==> src/rtl/bcd2bin.sv <==
// bcd2bin: sequential BCD-to-binary converter (reverse double-dabble).
//
// A packed BCD word is loaded into the upper half of a working register.
// Each CONV cycle shifts the register right by one bit. Then 3 is subtracted
// from every BCD digit that has reached 8 or more. After 4*BCD_CNT steps the
// lower half holds the binary value.
//
// Ports:
//   clk        sole clock, rising edge
//   rst_n      asynchronous active-low reset
//   in_valid   bcd_in holds a word to convert
//   in_ready   converter can accept a word (high in IDLE only)
//   bcd_in     packed digits, digit i in bits [4i+3:4i], digit 0 least significant
//   out_valid  result available (high in DONE only)
//   out_ready  consumer takes the result
//   bin_out    binary result, zero-extended when BIN_WIDTH > 4*BCD_CNT
//   err        an input digit was > 9 (functional only with BCD2BIN_CHECK_EN)
//
// Configuration macro:
//   BCD2BIN_CHECK_EN  enables the digit-range check. A flagged word reports
//                     err=1 with bin_out forced to 0. Latency is unchanged.

module bcd2bin #(
  parameter int BCD_CNT   = 3,
  parameter int BIN_WIDTH = 10
) (
  input  logic                   clk,
  input  logic                   rst_n,
  input  logic                   in_valid,
  output logic                   in_ready,
  input  logic [4*BCD_CNT-1:0]   bcd_in,
  output logic                   out_valid,
  input  logic                   out_ready,
  output logic [BIN_WIDTH-1:0]   bin_out,
  output logic                   err
);

  localparam int W  = 4 * BCD_CNT;
  localparam int CW = $clog2(W);
  localparam logic [CW-1:0] CNT_LAST = CW'(W - 1);
  localparam logic [CW-1:0] CNT_ONE  = CW'(1);

  typedef enum logic [1:0] {
    IDLE = 2'd0,
    CONV = 2'd1,
    DONE = 2'd2
  } state_t;

  state_t                 state_r;
  state_t                 state_s;
  logic [2*W-1:0]         s_r;
  logic [2*W-1:0]         s_step_s;
  logic [CW-1:0]          cnt_r;
  logic                   in_ready_r;
  logic                   out_valid_r;
  logic [BIN_WIDTH-1:0]   bin_out_r;
  logic [BIN_WIDTH-1:0]   bin_res_s;

  // One reverse double-dabble step. Shift right, then correct each bcd digit.
  // After the shift, a digit >= 8 can only come from the bit that the next
  // digit shifted in. That bit is worth 5 in decimal but 8 in binary, so the
  // correction subtracts 3.
  function automatic logic [2*W-1:0] dabble_step(input logic [2*W-1:0] s);
    logic [2*W-1:0] t;
    logic [3:0]     d;
    t = s >> 1;
    for (int i = 0; i < BCD_CNT; i++) begin
      d = t[W + 4*i +: 4];
      t[W + 4*i +: 4] = (d >= 4'd8) ? (d - 4'd3) : d;
    end
    return t;
  endfunction

  // Fit the W-bit bin part to BIN_WIDTH. Wider outputs are zero-extended.
  // Narrower outputs keep the low bits.
  function automatic logic [BIN_WIDTH-1:0] fit_bin(input logic [W-1:0] b);
    logic [BIN_WIDTH+W-1:0] t;
    t = {{BIN_WIDTH{1'b0}}, b};
    return t[BIN_WIDTH-1:0];
  endfunction

`ifdef BCD2BIN_CHECK_EN
  logic err_flag_r;
  logic err_r;

  // Digit-range check: the word is flagged if any nibble is greater than 9.
  function automatic logic digit_err(input logic [W-1:0] bcd);
    logic e;
    e = 1'b0;
    for (int i = 0; i < BCD_CNT; i++) begin
      e = e | (bcd[4*i +: 4] > 4'd9);
    end
    return e;
  endfunction
`endif

  // Next-state decode.
  always_comb begin
    state_s = state_r;
    case (state_r)
      IDLE: if (in_valid && in_ready_r) state_s = CONV; else state_s = IDLE;
      CONV: if (cnt_r == CNT_LAST)      state_s = DONE; else state_s = CONV;
      DONE: if (out_ready)              state_s = IDLE; else state_s = DONE;
      default:                          state_s = IDLE;
    endcase
  end

  // Compute the next shift step, and the result the final step will produce.
  always_comb begin
    s_step_s = dabble_step(s_r);
`ifdef BCD2BIN_CHECK_EN
    if (err_flag_r) bin_res_s = {BIN_WIDTH{1'b0}};
    else            bin_res_s = fit_bin(s_step_s[W-1:0]);
`else
    bin_res_s = fit_bin(s_step_s[W-1:0]);
`endif
  end

  // State register.
  always_ff @(posedge clk or negedge rst_n) begin
    if (!rst_n) state_r <= IDLE;
    else        state_r <= state_s;
  end

  // Working register and step counter: load on acceptance, shift in CONV.
  always_ff @(posedge clk or negedge rst_n) begin
    if (!rst_n) begin
      s_r   <= {(2*W){1'b0}};
      cnt_r <= {CW{1'b0}};
    end else begin
      case (state_r)
        IDLE: begin
          if (in_valid && in_ready_r) begin
            s_r   <= {bcd_in, {W{1'b0}}};
            cnt_r <= {CW{1'b0}};
          end
        end
        CONV: begin
          s_r <= s_step_s;
          if (cnt_r != CNT_LAST) cnt_r <= cnt_r + CNT_ONE;
        end
        DONE:    s_r <= s_r;
        default: s_r <= s_r;
      endcase
    end
  end

`ifdef BCD2BIN_CHECK_EN
  // Digit-check flag: capture at acceptance, report while in DONE.
  always_ff @(posedge clk or negedge rst_n) begin
    if (!rst_n) begin
      err_flag_r <= 1'b0;
      err_r      <= 1'b0;
    end else begin
      if (state_r == IDLE && in_valid && in_ready_r) err_flag_r <= digit_err(bcd_in);
      if (state_r == CONV && state_s == DONE) err_r <= err_flag_r;
      else if (state_s != DONE)               err_r <= 1'b0;
    end
  end
  assign err = err_r;
`else
  assign err = 1'b0;
`endif

  // Registered handshake and result outputs. in_ready and out_valid follow
  // the next state, so they are decodes of the state register one cycle on.
  always_ff @(posedge clk or negedge rst_n) begin
    if (!rst_n) begin
      in_ready_r  <= 1'b1;
      out_valid_r <= 1'b0;
      bin_out_r   <= {BIN_WIDTH{1'b0}};
    end else begin
      in_ready_r  <= (state_s == IDLE);
      out_valid_r <= (state_s == DONE);
      if (state_r == CONV && state_s == DONE) bin_out_r <= bin_res_s;
      else if (state_s != DONE)               bin_out_r <= {BIN_WIDTH{1'b0}};
    end
  end

  assign in_ready  = in_ready_r;
  assign out_valid = out_valid_r;
  assign bin_out   = bin_out_r;

endmodule

==> config.mk <==
export PLATFORM = sky130hd
export DESIGN_NAME = bcd2bin
export DESIGN_NICKNAME = d
export VERILOG_FILES = /design/src/rtl/bcd2bin.sv
export SDC_FILE = /design/constraint.sdc
export NUM_CORES = 1
export LEC_CHECK = 0
export BUFFER_PORTS_ARGS = -buffer_cell sky130_fd_sc_hd__clkbuf_2
export CELL_PAD_IN_SITES_DETAIL_PLACEMENT = 0
export CELL_PAD_IN_SITES_GLOBAL_PLACEMENT = 1
export CORE_AREA = 5 5 83 70
export CTS_BUF_LIST = sky130_fd_sc_hd__clkbuf_4
export CTS_CLUSTER_SIZE = 16
export DETAILED_ROUTE_END_ITERATION = 16
export DIE_AREA = 0 0 88 75
export GPL_TIMING_DRIVEN = 0
export PLACE_DENSITY = 0.73
export SKIP_CTS_REPAIR_TIMING = 1
export SYNTH_ARGS = -nofsm -noshare
export SYNTH_HDL_FRONTEND = slang
export SYNTH_SLANG_ARGS = --single-unit
==> constraint.sdc <==
create_clock -name clk -period 1.4 [get_ports clk]
set_input_delay 0 -clock clk [delete_from_list [all_inputs] [get_ports clk]]
set_output_delay 0 -clock clk [all_outputs]
set_load 0.1 [all_outputs]
**Word-level counts from Yosys, hierarchy flattened**

Cells that the tools add are included.

- Shifts and indexed selects: 0
- Equality and inequality tests: 8
- $add $sub $neg: 4
- Multiplexer cells: 14
- Bitwise operators: 0
- Multiply operators: 0
- Div/mod/pow operators: 0
- Reductions and logical operators: 8
- $lt $le $gt $ge: 3

Operator list:

| operator | count |
|---|---|
| $pmux 24 s2 | 1 |
| $mux 24 | 1 |
| $mux 10 | 2 |
| $mux 4 | 5 |
| $ge 4x4->1 const B | 2 |
| $pmux 4 s2 | 1 |
| $sub 4x2->4 const B | 2 |
| $ne 2x2->1 const B | 3 |
| $pmux 2 s3 | 1 |
| $add 4x1->4 const B | 1 |
| $eq 2x2->1 const B | 2 |
| $eq 4x4->1 const B | 1 |
| $ge 3x4->1 const B | 1 |
| $logic_not 2->1 | 2 |
| $mux 2 | 2 |
| $ne 4x4->1 const B | 1 |
| $reduce_bool 2->1 | 2 |
| $sub 3x2->4 const B | 1 |
| $reduce_and 3->1 | 1 |
| $eq 2x1->1 const B | 1 |
| $logic_and 1x1->1 | 2 |
| $reduce_and 2->1 | 1 |
| $mux 1 | 1 |

- Memory bits (writable): 0
- Input port bits: 16
- Memory bits (read-only): 0
- Bits in latches: 0
- Memories: 0
- Register bits: 42
- Output and inout port bits: 13

**Depth between registers and ports, before layout**

Gate-level depths: netlist of run 1.

- Word-level depth: 6
- Gate-level depth with buffers: 6
- Mapped depth without buffers: 5

**Worst setup path after synthesis of run 1**

No wires, ideal clock.

- Kind: reg-to-reg
- Start point: register in_ready_r, in the netlist in_ready
- End point: register s_r[12]
- Library setup time: 126 ps
- Clock period less this slack: 1,791 ps
- Stages on the path, launching flop included: 5
- Path buffers: 1
- Arrival time: 1,665 ps
- Slack: -391 ps
- Path through: dfstp_2 -> a21oi_1 -> or2_0 -> clkbuf_1 -> a221o_1

- Cells in the longest elaborated chain, start to end: 3

RTL lines:

| element | line | source |
|---|---|---|
| start, declared | 54 | `logic in_ready_r;` |
| start signal, assigned | 173 | `in_ready_r <= (state_s == IDLE);` |
| $logic_and 1x1->1 | 133 | `if (in_valid && in_ready_r) begin` |
| $ne 2x2->1 (no line) | - |  |
| $reduce_and 2->1 (no line) | - |  |
| end signal, assigned | 134 | `s_r <= {bcd_in, {W{1'b0}}};` |
| end signal, assigned | 139 | `s_r <= s_step_s;` |
| end signal, assigned | 142 | `DONE: s_r <= s_r;` |
| end, declared | 51 | `logic [2*W-1:0] s_r;` |

Every way passes these cells.
A chain may end at the register's enable or synchronous reset.

**Final worst setup path of run 1**

Same ends and word-level chain as after synthesis.

==> metrics.txt, run 1 <==
clock period minus worst slack=1.506 ns; register area share after synthesis=roughly 55%; Post-Synth XOR/XNOR Area=under 10%; worst-case headroom to the max-slew limit=roughly a third; timing endpoint of the critical path=s_r[12]; TritonCTS sink count=approximately 40; routing usage on met2=about a fifth; RR Endpoint=s_r[12]; depth of the CTS H-tree=2; average detailed-routed wire length per instance=roughly 14 um; total wire length after detailed routing=between 3000 and 4000 um; largest family of logic cells by synthesized area=simple AND/OR/NAND/NOR gates; via count of the first global-routing pass=between 1,000 and 1,500; compound-gate portion of the synthesized area=between 10% and 20%; detail-routed via count per cell=4.958; Vias=1,403; antenna violations before repair=0; synthesized net count=~190; number of standard cells after synthesis=roughly 170; largest voltage drop on the vdd net=between 0.0006 and 0.0007 V; number of enable flip-flop cells after synthesis=0; Die Wd=slightly below 90 um; number of failing setup endpoints in the final timing report=17; final design utilization=between 40 and 50%; antenna-violating nets left=0; category of the worst setup path capture point=register; die span in y=approximately 75 um; static leakage power=1.170 nW; final-report max-slew violation count=0; ordered cell list for the critical path=a21oi_2 > or2_0 > buf_4 > a221o_1; Setup Skew=between 0.009 and 0.01 ns; met1 track demand over resource in global routing=18.30%; GRT Util Overall=around an eighth; Std-Cell Core Area=0.004863 mm2; number of distinct library cell variants in the gate-level netlist after synthesis=34; post-synthesis register bit count=41; startpoint of the lowest-slack register-to-register path=in_ready; CTS tree=done; fraction of layout instances using a drive strength above 1=approximately a quarter; achievable clock frequency=around 660 MHz; unrepaired setup endpoints after global routing=yes; area added between synthesis and finish=24.66%; Max stage delay cell, worst path=sky130_fd_sc_hd__dfstp_4; Critical Path Max Stage Delay=roughly 0.66 ns; Post-Synth Adder-Cell Area=~3.4%; clock edge transition at the registers on the reported setup and hold paths=around 0.12 ns; first-pass GRT wire length=6541 um; netlist area before placement=0.001862 mm2; violations in the final reports=negative setup slack; global routing's busiest layer=met2; multi-input combinational cell area=roughly 770 um2; number of cell instances on the worst register-to-register path=4; routing usage on met3=about 3.7%; clock latency at the later pin of the worst-skew pair=about 0.35 ns; Arrival @ worst endpoint=around 1.8 ns; 1st-iter DRT viols=70; num ports=29; number of input and output port buffers inserted=27; max-cap violation count=0; TritonCTS buffer count=5; share of flip-flops with an asynchronous set or reset=100.0%; Design Power=roughly 4.3 mW; Worst Hold Path Cells=3; DRC Markers=0; antenna cell count=0; power per standard cell area=between 1500 and 2000 mW/mm2; Filler Cells Inserted=458; average instance area after synthesis=roughly 11 um2; initial standard-cell utilization of the core=between 30% and 40%; simple-gate portion of the synthesized area=between 10% and 20%; Worst Tran Pin Value=1.018 ns; top_reg_cell synth=sky130_fd_sc_hd__dfrtp_1; sum of overflow across all layers after global routing=0; share of the clock period used by the worst path after layout=107.6%; Core Rows=23; HPWL reported at the end of detailed placement=roughly 2700 um; final weighted congestion in routability-driven placement=roughly 0.79; number of warnings printed during yosys synthesis=0; mux contribution to synthesized area=between 2 and 2.5%; Hold/Removal Path Class=primary input to register; Worst Path Required=around 1.6 ns; number of search-and-repair iterations in the first detailed-routing pass=4; clk buf depth=2; final setup margin=-0.1061 ns; start point of the critical path=in_ready; Final nets=241; reg-to-reg setup timing slack=-0.11 ns; count of endpoints failing hold in the final timing report=0; maximum number of pins on one net before global-route repair=42; Worst Setup Start Kind=register; Worst Path Max Fanout=6; result of the run=finished with violations; die footprint=around 0.0066 mm2; cell at the root of the clock tree=sky130_fd_sc_hd__clkbuf_4; register area=around 0.0010 mm2; critical path type=register to register
==> how the worst min path moves through the flow <==
stage                   start    endpoint  slack (ns)
floorplan               rst_n  bin_out[0]       -0.30
global placement        rst_n     s_r[13]        0.23
detailed placement      rst_n     s_r[13]        0.23
CTS                     rst_n   out_valid       -0.17
global route        bcd_in[7]     s_r[19]        0.01
finish              bcd_in[7]     s_r[19]        0.02
==> registers in the layout (all words and copies together), names as in the netlist <==
name,count
state_r,2
bin_out,10
s_r,23
out_valid,1
cnt_r,4
in_ready,1
==> synth_stat cells, drive strengths merged (3+ instances only) <==
| cell | instances | share of area (%) |
|---|---|---|
| inv | 6 | 1.2 |
| a22o | 11 | 5.2 |
| mux2i | 4 | 2.2 |
| nand2 | 30 | 6.0 |
| o21ai | 7 | 1.9 |
| or2 | 3 | 1.0 |
| dfrtp | 40 | 54 |
| nand3 | 12 | 3.2 |
| buf | 10 | 3.1 |
| nor2b | 5 | 1.7 |
| a21oi | 3 | 0.81 |
| nor2 | 5 | 1.0 |
| a221o | 4 | 2.2 |
| xnor2 | 4 | 1.9 |
| nand2b | 3 | 1.4 |
| a22oi | 3 | 1.2 |
| ha | 5 | 3.4 |
==> metal layers <==
layer | wire length [um] | up-vias
met3 | 160 | 4
met2 | 1782 | 22
li1 | - | 702
met4 | 27 | 0
met1 | 1977 | 675
met5 | 0 | -
==> cell type report <==
type | instances | share of cell area, %
Inverter | 6 | 0.9703
Multi-Input combinational cell | 115 | 33.05
Clock inverter | 3 | 1.779
Clock buffer | 5 | 1.617
Sequential cell | 41 | 44.42
Tap cell | 62 | 3.342
Timing Repair Buffer | 40 | 11.43
Buffer | 11 | 3.396
==> critical path: cells and delay by family, from the launching register on <==
kind	cells	cell delay [ns]
AND/OR/NAND/NOR	1	0.20
flip-flops	1	0.66
AO/OA/AOI/OAI	2	0.37
buffers and inverters	1	0.17
==> where the power goes <==
| part | leakage (nW) | total, mW | switching (mW) | internal [mW] |
|---|---|---|---|---|
| clock network | 0.0389 | 0.761 | 0.391 | 0.370 |
| registers | 0.542 | 1.85 | 0.298 | 1.56 |
| logic | 0.589 | 1.73 | 1.01 | 0.720 |
| total | 1.17 | 4.34 | 1.70 | 2.65 |
==> kinds of logic (layout without fill, tap and decap cells) <==
group / count (synthesis) / after routing
and+or+nand+nor: 67 / 67
AOI/OAI and AO/OA: 34 / 34
buffers and inverters: 17 / 65
DFF: 41 / 41
adders and majority gates: 5 / 5
xor gates and xnor gates: 4 / 4
muxes: 4 / 4
other: 1 / 1
==> placed cells by master (no fill, tap or decap), types with 2 or more instances in the layout <==
cell type and instances:
sky130_fd_sc_hd__mux2i_1 4, sky130_fd_sc_hd__a22oi_1 3, sky130_fd_sc_hd__xnor2_1 4, sky130_fd_sc_hd__nand2_1 30
sky130_fd_sc_hd__o21ai_0 7, sky130_fd_sc_hd__clkbuf_2 26, sky130_fd_sc_hd__buf_4 6, sky130_fd_sc_hd__nand2b_1 2
sky130_fd_sc_hd__a221o_1 4, sky130_fd_sc_hd__a21oi_1 2, sky130_fd_sc_hd__a222oi_1 2, sky130_fd_sc_hd__nor2_1 5
sky130_fd_sc_hd__buf_2 4, sky130_fd_sc_hd__dlygate4sd3_1 13, sky130_fd_sc_hd__nor2b_1 5, sky130_fd_sc_hd__o32a_1 2
sky130_fd_sc_hd__or2_2 2, sky130_fd_sc_hd__nand3_1 12, sky130_fd_sc_hd__o31a_1 2, sky130_fd_sc_hd__ha_1 5
sky130_fd_sc_hd__clkbuf_4 6, sky130_fd_sc_hd__nor3_1 2, sky130_fd_sc_hd__a22o_1 11, sky130_fd_sc_hd__inv_1 6
sky130_fd_sc_hd__dfrtp_1 40
==> per-stage QoR <==
| step | setup TNS [ns] | hold WS (ns) | cells | cell area, um2 | worst slack [ns] |
|---|---|---|---|---|---|
| 2_1_floorplan | -1.789 | -0.2956 | 173 | 1877 | -0.2177 |
| 3_5_place_dp | -1.024 | 0.2303 | 262 | 2090 | -0.1024 |
| 5_1_grt | -2.476 | 0.009762 | 283 | 2321 | -0.1604 |
| 3_3_place_gp | -1.120 | 0.2317 | 262 | 2090 | -0.1021 |
| 6_report | -0.6048 | 0.01513 | 283 | 2321 | -0.1061 |
| 4_1_cts | -1.477 | -0.1706 | 270 | 2168 | -0.1198 |
Power figures use the tool's default switching activity.
==> run 2, diff against run 1 <==
- CORE_AREA: 5 5 83 70 -> 5 5 88 74
- DIE_AREA: 0 0 88 75 -> 0 0 93 79
- PLACE_DENSITY: 0.73 -> 0.66
==> run 2 against run 1 <==
Net effect:
- the run still ends with negative setup slack left
- global-route usage shrank 1.0 points
- largest power group unchanged
- combinational power grew 5%
- total power rose by 2.8%
- register-to-register slack about the same
- clock skew shrank 0.0014 ns
- design area up 2.0%
- sequential power is essentially flat
==> metrics.txt, run 2 (synthesis gave the netlist of run 1 again) <==
clock period minus worst slack=1.517 ns (was 1.506 ns); depth of the CTS H-tree=2 (unchanged); hold wc startpoint=bcd_in[7] (unchanged); number of failing setup endpoints in the final timing report=16 (was 17); sum of overflow across all layers after global routing=0 (unchanged); total wire length after detailed routing=3985 um (was 3947 um); category of the worst setup path capture point=register (unchanged); final weighted congestion in routability-driven placement=0.7787 (was 0.7865); clock group share of total power=17.7% (was 17.5%); die span in y=79 um (was 75 um); Switching Share=39.22% (was 39.10%); count of endpoints failing hold in the final timing report=0 (unchanged); TritonCTS sink count=41 (unchanged); Final nets=242 (was 241); antenna-violating nets left=0 (unchanged); Worst Setup Slack post-DPL=-0.1075 ns (was -0.1024 ns); Filler Cells Inserted=550 (was 458); Setup Skew=0.007627 ns (was 0.009045 ns); number of input and output port buffers inserted=27 (unchanged); cell at the root of the clock tree=sky130_fd_sc_hd__clkbuf_4 (unchanged); critical path type=register to register (unchanged); Worst Tran Pin Value=1.008 ns (was 1.018 ns); register area=0.001031 mm2 (unchanged); multi-input combinational cell area=780.7 um2 (was 767.0 um2); die footprint=0.007347 mm2 (was 0.006600 mm2); clock latency at the later pin of the worst-skew pair=0.35 ns (about the same); antenna cell count=0 (unchanged); average detailed-routed wire length per instance=13.79 um (was 13.95 um); commonest cells after routing, fill and taps aside=sky130_fd_sc_hd__dfrtp_1 (40), sky130_fd_sc_hd__nand2_1 (29), sky130_fd_sc_hd__clkbuf_2 (26), sky130_fd_sc_hd__dlygate4sd3_1 (13), sky130_fd_sc_hd__nand3_1 (12) (was sky130_fd_sc_hd__dfrtp_1 (40), sky130_fd_sc_hd__nand2_1 (30), sky130_fd_sc_hd__clkbuf_2 (26), sky130_fd_sc_hd__dlygate4sd3_1 (13), sky130_fd_sc_hd__nand3_1 (12)); start point of the critical path=in_ready (unchanged); instance area after placement=0.002096 mm2 (was 0.002090 mm2); Std-Cell Core Area=0.005630 mm2 (was 0.004863 mm2); via count of the first global-routing pass=1,405 (was 1,379); final setup margin=-0.1168 ns (was -0.1061 ns); clk buf depth=2 (unchanged); TritonCTS buffer count=5 (unchanged); leading cell type in the layout, fill and taps excluded=sky130_fd_sc_hd__dfrtp_1 (unchanged); register with the most flip-flops=s_r (unchanged); Worst Setup Start Kind=register (unchanged); violations in the final reports=negative setup slack (unchanged); first-pass GRT wire length=6900 um (was 6541 um); sequential group share of total power=41.7% (was 42.7%); number of search-and-repair iterations in the first detailed-routing pass=5 (was 4); DRC Markers=0 (unchanged); fraction of layout instances using a drive strength above 1=25.68% (was 23.98%); Vias=1,420 (was 1,403); Worst Path Required=1.65 ns (was 1.64 ns); Hold/Removal Path Class=primary input to register (unchanged); final-report max-slew violation count=0 (unchanged); Worst Hold Path Cells=3 (unchanged); number of flip-flops under the largest register name=23 (unchanged); clock edge transition at the registers on the reported setup and hold paths=0.13 ns (was 0.12 ns); Comb power frac=40.6% (was 39.8%); max-cap violation count=0 (unchanged); HPWL reported at the end of detailed placement=2721 um (was 2701 um); share of the clock period used by the worst path after layout=108.3% (was 107.6%); number of cell instances on the worst register-to-register path=4 (unchanged); area added between synthesis and finish=27.22% (was 24.66%); switching component of the power=1.752 mW (was 1.699 mW); startpoint of the lowest-slack register-to-register path=in_ready (unchanged); largest voltage drop on the vdd net=0.0004893 V (was 0.0006535 V); 1st-iter DRT viols=57 (was 70); Die Wd=93 um (was 88 um); Final Cell Area=0.002369 mm2 (was 0.002321 mm2); achievable clock frequency=659.3 MHz (was 664.0 MHz); result of the run=finished with violations (unchanged); num ports=29 (unchanged); Core Rows=25 (was 23); Arrival @ worst endpoint=1.77 ns (was 1.75 ns); worst-case headroom to the max-slew limit=32.79% (was 32.16%); static leakage power=1.182 nW (was 1.170 nW); final design utilization=42.07% (was 47.72%); Cell Int Power=2.716 mW (was 2.645 mW); CTS tree=done (unchanged); GRT Util Overall=12.04% (was 13.05%); initial standard-cell utilization of the core=33.07% (was 38.28%); Worst Path Max Fanout=6 (unchanged); antenna violations before repair=0 (unchanged); power per standard cell area=1886 mW/mm2 (was 1872 mW/mm2); detail-routed via count per cell=4.913 (was 4.958); unrepaired setup endpoints after global routing=yes (unchanged); maximum number of pins on one net before global-route repair=42 (unchanged)
## run 2: changes by cell type in the layout (fill, tap and decap cells not counted), sizes merged
cell,change
clkbuf,+1
## run 2: metrics by stage
stage | std cells | power, mW | setup TNS (ns) | hold slack [ns]
after floorplan | 173 | 3.132 | -1.789 | -0.2956
after global placement | 267 | 3.544 | -1.337 | 0.2343
after detailed placement | 267 | 3.557 | -1.019 | 0.2347
after CTS | 275 | 4.367 | -1.571 | -0.1656
after global routing | 289 | 4.862 | -2.067 | 0.02214
final | 289 | 4.468 | -0.7189 | 0.04129
## run 2: final cells by class
type,instances,area share [%]
Clock inverter,3,1.955
Buffer,11,3.962
Inverter,6,0.9509
Clock buffer,5,1.585
Tap cell,67,3.539
Multi-Input combinational cell,115,32.96
Sequential cell,41,43.53
Timing Repair Buffer,41,11.52
## run 2: per-layer routing
metal,up-vias,GRT usage (%),part of all wire (%)
li1,703,-,-
met4,0,3.514,1.2
met5,-,0,0
met1,680,15.87,49
met3,7,3.693,4.8
met2,30,19.12,45
## run 2: worst paths after layout
path / to / slack [ns]
min in group asynchronous: s_r[13] / 0.33
max in group asynchronous: s_r[19] / 0.45
min: s_r[19] / 0.04
max: s_r[13] / -0.12
max reg2reg: s_r[13] / -0.12
min reg2reg: s_r[10] / 0.49
## run 2: worst max-delay path, stage by stage, from the launching register on
cell and delay (ns):
sky130_fd_sc_hd__dfstp_4 0.68, sky130_fd_sc_hd__a21oi_4 0.07, sky130_fd_sc_hd__or2_0 0.20, sky130_fd_sc_hd__buf_4 0.17, sky130_fd_sc_hd__a221o_1 0.30
## run 2: power by group through the flow
stage	logic [mW]	registers [mW]	clock network, mW
floorplan	1.16	1.98	0
global placement	1.66	1.88	0
detailed placement	1.67	1.88	0
CTS	1.68	1.86	0.826
global route	2.06	1.92	0.880
finish	1.81	1.86	0.792
==> run 3, diff against run 2 <==
- ABC_CLOCK_PERIOD_IN_PS: default -> 1400
- RECOVER_POWER: default -> 100
- SKIP_LAST_GASP: default -> 1
==> run 3 against run 2 <==
Net effect:
- clock power hardly changed
- critical path type unchanged
- routed wire length unchanged
- maximum frequency is essentially flat
- the run still ends with negative setup slack left
- largest cell class unchanged
- global-route usage stayed put
==> metrics.txt, run 3 (synthesis gave the netlist of run 1 again) <==
clock period minus worst slack=1.517 ns (about the same); power per standard cell area=1882 mW/mm2 (was 1886 mW/mm2); antenna-violating nets left=0 (unchanged); Cell Int Power=2.705 mW (was 2.716 mW); clock edge transition at the registers on the reported setup and hold paths=0.13 ns (about the same); antenna violations before repair=0 (unchanged); HPWL reported at the end of detailed placement=2721 um (unchanged); number of input and output port buffers inserted=27 (unchanged); Core Rows=25 (unchanged); TritonCTS sink count=41 (unchanged); register with the most flip-flops=s_r (unchanged); final design utilization=42.00% (was 42.07%); Die Wd=93 um (unchanged); largest voltage drop on the vdd net=0.0004876 V (was 0.0004893 V); Vias=1,419 (was 1,420); initial standard-cell utilization of the core=33.07% (unchanged); final-report max-slew violation count=0 (unchanged); Worst Path Max Fanout=6 (unchanged); number of search-and-repair iterations in the first detailed-routing pass=5 (unchanged); sum of overflow across all layers after global routing=0 (unchanged); instance area after placement=0.002096 mm2 (unchanged); critical path type=register to register (unchanged); detail-routed via count per cell=4.910 (was 4.913); worst-case headroom to the max-slew limit=32.27% (was 32.79%); achievable clock frequency=659.2 MHz (was 659.3 MHz); 1st-iter DRT viols=52 (was 57); switching component of the power=1.746 mW (was 1.752 mW); clock latency at the later pin of the worst-skew pair=0.35 ns (about the same); number of cell instances on the worst register-to-register path=4 (unchanged); Worst Tran Pin Value=1.016 ns (was 1.008 ns); Worst Hold Path Cells=3 (unchanged); count of endpoints failing hold in the final timing report=0 (unchanged); sequential group share of total power=41.8% (was 41.7%); Design Power=4.451 mW (was 4.468 mW); depth of the CTS H-tree=2 (unchanged); RR Endpoint=s_r[13] (unchanged); hold wc startpoint=bcd_in[7] (unchanged); category of the worst setup path capture point=register (unchanged); leading cell type in the layout, fill and taps excluded=sky130_fd_sc_hd__dfrtp_1 (unchanged); final cell count without fillers=289 (unchanged); maximum number of pins on one net before global-route repair=42 (unchanged); area added between synthesis and finish=27.02% (was 27.22%); via count of the first global-routing pass=1,405 (unchanged); GRT Util Overall=12.04% (unchanged); num ports=29 (unchanged); Std-Cell Core Area=0.005630 mm2 (unchanged); number of failing setup endpoints in the final timing report=11 (was 16); number of flip-flops under the largest register name=23 (unchanged); Arrival @ worst endpoint=1.76 ns (was 1.77 ns); register area=0.001031 mm2 (unchanged); CTS tree=done (unchanged); start point of the critical path=in_ready (unchanged); Comb power frac=40.4% (was 40.6%); Hold/Removal Path Class=primary input to register (unchanged); Switching Share=39.24% (was 39.22%); static leakage power=1.181 nW (was 1.182 nW); die footprint=0.007347 mm2 (unchanged); first-pass GRT wire length=6900 um (unchanged); final weighted congestion in routability-driven placement=0.7787 (unchanged); DRC Markers=0 (unchanged); TritonCTS buffer count=5 (unchanged); Worst Setup Start Kind=register (unchanged); average detailed-routed wire length per instance=13.79 um (unchanged); clk buf depth=2 (unchanged); max-cap violation count=0 (unchanged); Setup Skew=0.008157 ns (was 0.007627 ns); clock group share of total power=17.8% (was 17.7%); share of the clock period used by the worst path after layout=108.4% (was 108.3%); commonest cells after routing, fill and taps aside=sky130_fd_sc_hd__dfrtp_1 (40), sky130_fd_sc_hd__nand2_1 (29), sky130_fd_sc_hd__clkbuf_2 (26), sky130_fd_sc_hd__dlygate4sd3_1 (13), sky130_fd_sc_hd__nand3_1 (12) (unchanged); Filler Cells Inserted=552 (was 550); total wire length after detailed routing=3985 um (unchanged); cell count after placement=267 (unchanged); cell at the root of the clock tree=sky130_fd_sc_hd__clkbuf_4 (unchanged); unrepaired setup endpoints after global routing=yes (unchanged); Final nets=242 (unchanged); Hold Crit Endpoint=s_r[19] (unchanged); antenna cell count=0 (unchanged); Final Cell Area=0.002365 mm2 (was 0.002369 mm2); result of the run=finished with violations (unchanged); violations in the final reports=negative setup slack (unchanged); die span in y=79 um (unchanged); final setup margin=-0.1169 ns (was -0.1168 ns); reg-to-reg setup timing slack=-0.12 ns (about the same); fraction of layout instances using a drive strength above 1=25.23% (was 25.68%); multi-input combinational cell area=777.0 um2 (was 780.7 um2); startpoint of the lowest-slack register-to-register path=in_ready (unchanged); Worst Path Required=1.65 ns (about the same)
-- run 3: critical path: stages (launching register included) --
cell,delay [ns]
sky130_fd_sc_hd__dfstp_4,0.68
sky130_fd_sc_hd__a21oi_4,0.07
sky130_fd_sc_hd__or2_0,0.20
sky130_fd_sc_hd__buf_4,0.17
sky130_fd_sc_hd__a221o_1,0.30
-- run 3: per-stage QoR --
stage / setup TNS, ns / setup WS (ns) / hold slack (ns)
6_report: -0.6621 / -0.1169 / 0.04069
5_1_grt: -2.284 / -0.1548 / 0.02214
4_1_cts: -1.571 / -0.1302 / -0.1656
3_5_place_dp: -1.019 / -0.1075 / 0.2347
3_3_place_gp: -1.337 / -0.1085 / 0.2343
2_1_floorplan: -1.789 / -0.2177 / -0.2956
-- run 3: power groups by stage --
stage | Sequential (mW) | Combinational (mW) | Clock, mW
3_5_place_dp | 1.88 | 1.67 | 0
6_report | 1.86 | 1.80 | 0.794
2_1_floorplan | 1.98 | 1.16 | 0
4_1_cts | 1.86 | 1.68 | 0.826
5_1_grt | 1.92 | 2.04 | 0.880
3_3_place_gp | 1.88 | 1.66 | 0
-- run 3: final cells by class --
type	instances	share of cell area (%)
buffer	11	3.968
multi-input combinational	115	32.86
tap	67	3.545
clock buffer	5	1.587
sequential	41	43.60
inverter	6	0.9524
timing repair buffer	41	11.53
clock inverter	3	1.958
-- run 3: how the worst max path moves through the flow --
stage | to | slack [ns] | cells past startpoint
2_1_floorplan | s_r[12] | -0.22 | 4
3_3_place_gp | s_r[13] | -0.11 | 4
3_5_place_dp | s_r[13] | -0.11 | 4
4_1_cts | s_r[13] | -0.13 | 4
5_1_grt | s_r[12] | -0.15 | 4
6_report | s_r[13] | -0.12 | 4
-- run 3: layer usage --
| metal | wire (um) | vias to the layer above | global-route usage (%) |
|---|---|---|---|
| met5 | 0 | - | 0 |
| met4 | 48 | 0 | 3.514 |
| met3 | 158 | 7 | 3.693 |
| met2 | 1792 | 23 | 19.12 |
| met1 | 1985 | 684 | 15.87 |
| li1 | - | 705 | - |
